File: src/rtl/seg7_scan_driver.sv
// Time-multiplexed driver for an 8-digit common-anode seven-segment display.
// Scans an 8-entry hex buffer one digit per slot with per-slot anti-ghost blanking.
module seg7_scan_driver #(
  parameter int unsigned SCAN_DIV  = 100000,
  parameter int unsigned BLANK_CYC = 1000
) (
  input  logic       clk,
  input  logic       rst_n,
  input  logic       wr_en,
  input  logic [2:0] wr_addr,
  input  logic [3:0] wr_data,
  input  logic [7:0] blank_mask,
  output logic [7:0] out_dis,
  output logic [6:0] out_num,
  output logic       frame_tick
);

  localparam int unsigned DivW = $clog2(SCAN_DIV);
  localparam logic [DivW-1:0] DivLast  = DivW'(SCAN_DIV - 1);
  localparam logic [DivW-1:0] BlankCyc = DivW'(BLANK_CYC);

  logic [3:0]      digit_q [8];
  logic [2:0]      idx_q, idx_d;
  logic [DivW-1:0] div_q, div_d;
  logic            wrap_q, wrap_d;
  logic [7:0]      dis_q, dis_d;
  logic [6:0]      num_q, num_d;
  logic            tick_q;
  logic            slot_last;
  logic            blanked;
  logic [3:0]      cur_val;

  always_comb begin
    slot_last = (div_q == DivLast);
    div_d     = slot_last ? '0 : div_q + DivW'(1);
    idx_d     = slot_last ? idx_q + 3'd1 : idx_q;
    wrap_d    = slot_last && (idx_q == 3'd7);
  end

  // Outputs are computed from the state currently held and registered at the next edge.
  always_comb begin
    cur_val = digit_q[idx_q];
    blanked = (div_q < BlankCyc) || blank_mask[idx_q];
    dis_d   = blanked ? 8'hFF : ~(8'b1000_0000 >> idx_q);
    case (cur_val)
      4'h0:    num_d = 7'b0000001;
      4'h1:    num_d = 7'b1001111;
      4'h2:    num_d = 7'b0010010;
      4'h3:    num_d = 7'b0000110;
      4'h4:    num_d = 7'b1001100;
      4'h5:    num_d = 7'b0100100;
      4'h6:    num_d = 7'b0100000;
      4'h7:    num_d = 7'b0001111;
      4'h8:    num_d = 7'b0000000;
      4'h9:    num_d = 7'b0000100;
      4'hA:    num_d = 7'b0001000;
      4'hB:    num_d = 7'b1100000;
      4'hC:    num_d = 7'b0110001;
      4'hD:    num_d = 7'b1000010;
      4'hE:    num_d = 7'b0110000;
      default: num_d = 7'b0111000;
    endcase
  end

  always_ff @(posedge clk) begin
    if (!rst_n) begin
      for (int i = 0; i < 8; i++) digit_q[i] <= 4'h0;
      idx_q  <= 3'd0;
      div_q  <= '0;
      wrap_q <= 1'b0;
      dis_q  <= 8'hFF;
      num_q  <= 7'b1111111;
      tick_q <= 1'b0;
    end else begin
      if (wr_en) digit_q[wr_addr] <= wr_data;
      idx_q  <= idx_d;
      div_q  <= div_d;
      wrap_q <= wrap_d;
      dis_q  <= dis_d;
      num_q  <= num_d;
      tick_q <= wrap_q;
    end
  end

  assign out_dis    = dis_q;
  assign out_num    = num_q;
  assign frame_tick = tick_q;

endmodule

File: config.mk
export PLATFORM = sky130hd
export DESIGN_NAME = seg7_scan_driver
export DESIGN_NICKNAME = d
export VERILOG_FILES = /design/src/rtl/seg7_scan_driver.sv
export SDC_FILE = /design/constraint.sdc
export NUM_CORES = 1
export LEC_CHECK = 0
export CAP_MARGIN = 20
export CELL_PAD_IN_SITES_DETAIL_PLACEMENT = 1
export CELL_PAD_IN_SITES_GLOBAL_PLACEMENT = 2
export CORE_AREA = 10 10 102 122
export DETAILED_ROUTE_END_ITERATION = 10
export DIE_AREA = 0 0 112 132
export PLACE_DENSITY_LB_ADDON = 0.3
export SLEW_MARGIN = 20
export SYNTH_ARGS = -nofsm -noshare
export SYNTH_HDL_FRONTEND = slang
export SYNTH_SLANG_ARGS = --single-unit
File: constraint.sdc
create_clock -name clk -period 2.4 [get_ports clk]
set_input_delay 0.72 -clock clk [delete_from_list [all_inputs] [get_ports clk]]
set_output_delay 0.72 -clock clk [all_outputs]
set_load 0.02 [all_outputs]
==> run_results.csv <==
group,metric,value,unit
critical_path,path_max_fanout,7,
synthesis,synth_top_area_share,29.0,%
clocking,clockBufferDepth,2,
synthesis,synth_edf_count,32,
detailed_routing,dr_total_vias,2264,
clocking,clock-root-buffer,"clkbuf_16",
power_and_ir_drop,p_switching,0.629,mW
detailed_routing,dr.pass1.iters,4,
critical_path,worstSetupPathType,"reg -> reg",
layout,finalNonFillerCells,477,
run,max_cap_viol_count,0,
timing,post-route-min-period,2.18,ns
timing,setup_viol,0,
clocking,path_clk_slew,0.06,ns
timing,fin_skew,0.00622,ns
detailed_routing,drc,0,
layout,fillers,1109,
timing,finalCritPeriodShare,90.9,%
layout,drive_gt1_share,14.2,%
grt,grt_util_met1,12.0,%
power_and_ir_drop,p_sw_share,21.5,%
grt,use_met3,3.19,%
floorplanning,num_rows,40,
critical_path,crit_path_end_kind,"flip-flop",
power_and_ir_drop,finalPower,2.92,mW
grt,grtUsageMet2,17.2,%
floorplanning,start_util,33.3,%
place,portBuffers,33,
detailed_routing,vias_per_cell,4.75,
power_and_ir_drop,p_clk_share,46.4,%
timing,hold_viol,0,
clocking,h-tree-depth,3,
grt,antenna_found_initial,0,
timing,rsz0062_at_grt,"no",
layout,multi_input_area,1460,um2
timing,max_slew_margin,62.1,%
grt,grt_pass1_vias,2523,
detailed_routing,wl_per_cell,15.4,um
clocking,ctsResizeCount,0,
place,placedInstanceArea,3870,um2
clocking,numClockSinks,72,
place,gp_congestion,0.781,
place,dp_hpwl,5590,um
grt,grt_max_degree,18,
critical_path,endpoint,"out_num[0]",
critical_path,required,2.62,ns
synthesis,synth-seq-cells,72,
power_and_ir_drop,p_int,2.29,mW
synthesis,synthTopCellsByArea,"edfxtp_1 (29%), dfxtp_1 (24%), and2_1 (6.2%)",
place,place_inst,461,
synthesis,synth_top_cells_by_count,"dfxtp_1 (40), nor2_1 (39), and2_1 (33)",
floorplanning,die_x,112,um
power_and_ir_drop,peakVddDrop,401,uV
layout,finalInstanceArea,4190,um2
power_and_ir_drop,powerDensity,697,nW/um2
layout,antennaDiodeCount,0,
grt,grt_usage,10.5,%
critical_path,arrival,2.40,ns
critical_path,reg2regPathDepth,6,
synthesis,syn_area_per_cell,11.3,um2
synthesis,ys_seq_area_share,53.1,%
power_and_ir_drop,p_seq_share,46.2,%
synthesis,yosysTopAreaCell,"edfxtp_1",
critical_path,r2r-end,"out_num[0]",
grt,grt-ovfl-total,0,
layout,synthToLayoutAreaGrowth,26.3,%
floorplanning,die-area,14800,um2
grt,busiest_layer,"met2",
detailed_routing,dr.first_iter.drc_count,75,
clocking,ctsHoldBuffers,0,
timing,slew_viol_final,0,
clocking,cts_setup_buffers,0,
layout,seq_area,1760,um2
floorplanning,die_h,132,um
synthesis,synthesis.instances,293,
outcome,status,"finished clean",
clocking,cts_tree,"yes",
synthesis,synth.most_common_cell,"dfxtp_1",
floorplanning,pin_count,34,
timing,fin_tns_setup,0,ns
grt,grt_pass1_wl,12600,um
synthesis,async_flop_share,0,%
floorplanning,core-area,9960,um2
timing,maxClockFrequency,0.458,GHz
clocking,cts_buffers,9,
clocking,clkLatencyLatePin,0.33,ns
critical_path,r2r_slack,0.22,ns
power_and_ir_drop,p_leak,1.54,nW
power_and_ir_drop,combPwrFrac,7.4,%
critical_path,start_kind,"flip-flop",
synthesis,yosysUniqueCellTypes,45,
timing,worst_pin_slew,0.564,ns
detailed_routing,ant_nets,0,
hold_path,hold_class,"reg -> reg",
synthesis,yosys_warnings,0,
synthesis,syn-num-nets,324,
detailed_routing,wl,7360,um
layout,nets,377,
synthesis,syn_area,3320,um2
synthesis,ys.flop_type,"dfxtp_1",
## cells by family after synthesis
logic type / count (synthesis) / share of synthesized area, %
multiplexers: 20 / 9.55
AO/OA/AOI/OAI: 25 / 5.32
AND/OR/NAND/NOR: 130 / 20.1
buffers and inverters: 17 / 2.75
XOR/XNOR: 16 / 4.23
adder cells (fa/ha/maj): 13 / 4.91
flip-flops: 72 / 53.1
## worst max-delay path, stage by stage (launching register included)
cell and delay (ns):
dfxtp_2 0.44, mux4_2 0.53, mux2_2 0.32, ha_1 0.23, mux2i_1 0.16, nor2_1 0.07
a311o_1 0.32
## placed cells by master (no fill, tap or decap), types with 3 or more instances in the layout
cell type	instances
buf_4	17
and2_1	33
o21ai_0	7
xor2_1	8
xnor2_1	8
inv_1	9
nor2_1	39
clkdlybuf4s50_1	33
dfxtp_1	39
nor3_1	8
nand3_1	9
mux2_2	3
a211oi_1	3
ha_1	13
nand2_1	20
nand2b_1	6
clkbuf_16	11
edfxtp_1	32
mux4_2	8
mux2i_1	8
## worst min-delay path by stage
stage / cells after the start / slack [ns] / endpoint / startpoint
6_report: 1 / 0.46 / frame_tick / wrap_q
5_1_grt: 1 / 0.48 / frame_tick / wrap_q
4_1_cts: 1 / 0.47 / frame_tick / wrap_q
3_5_place_dp: 1 / 0.44 / frame_tick / wrap_q
3_3_place_gp: 1 / 0.42 / frame_tick / wrap_q
2_1_floorplan: 1 / 0.41 / frame_tick / wrap_q
## cell type report
class | instances | area share (%)
clock inverter | 3 | 0.478
multi-input combinational | 204 | 34.9
sequential | 72 | 42.1
clock buffer | 13 | 6.99
tap | 126 | 3.76
inverter | 9 | 0.807
timing repair buffer | 50 | 10.9
## power groups by stage
stage,combinational (mW),clock (mW),sequential [mW]
finish,0.215,1.35,1.35
floorplan,0.103,0,1.38
detailed placement,0.217,0,1.38
global placement,0.214,0,1.38
global route,0.239,1.45,1.35
CTS,0.219,1.40,1.35
## routing by layer
layer  part of all wire (%)  wire length [um]
met1                     44              3250
met2                     49              3610
met3                    4.3               317
met4                    2.5               181
met5                      0                 0
## state kept, by name, indices dropped and copies added, names as in the netlist, named ones only
name and flops:
out_dis 8, idx_q 3, div_q 17, out_num 7, frame_tick 1, digit_q 32
wrap_q 1
## through the flow
| stage | utilization, % | hold WS (ns) | setup WS, ns |
|---|---|---|---|
| global placement | 38.9 | 0.418 | 0.148 |
| finish | 42.0 | 0.462 | 0.218 |
| detailed placement | 38.9 | 0.443 | 0.103 |
| global route | 42.0 | 0.481 | 0.0995 |
| floorplan | - | 0.412 | 0.0583 |
| CTS | 42.0 | 0.465 | 0.0810 |
No activity file was read; power rests on OpenSTA's default activity.
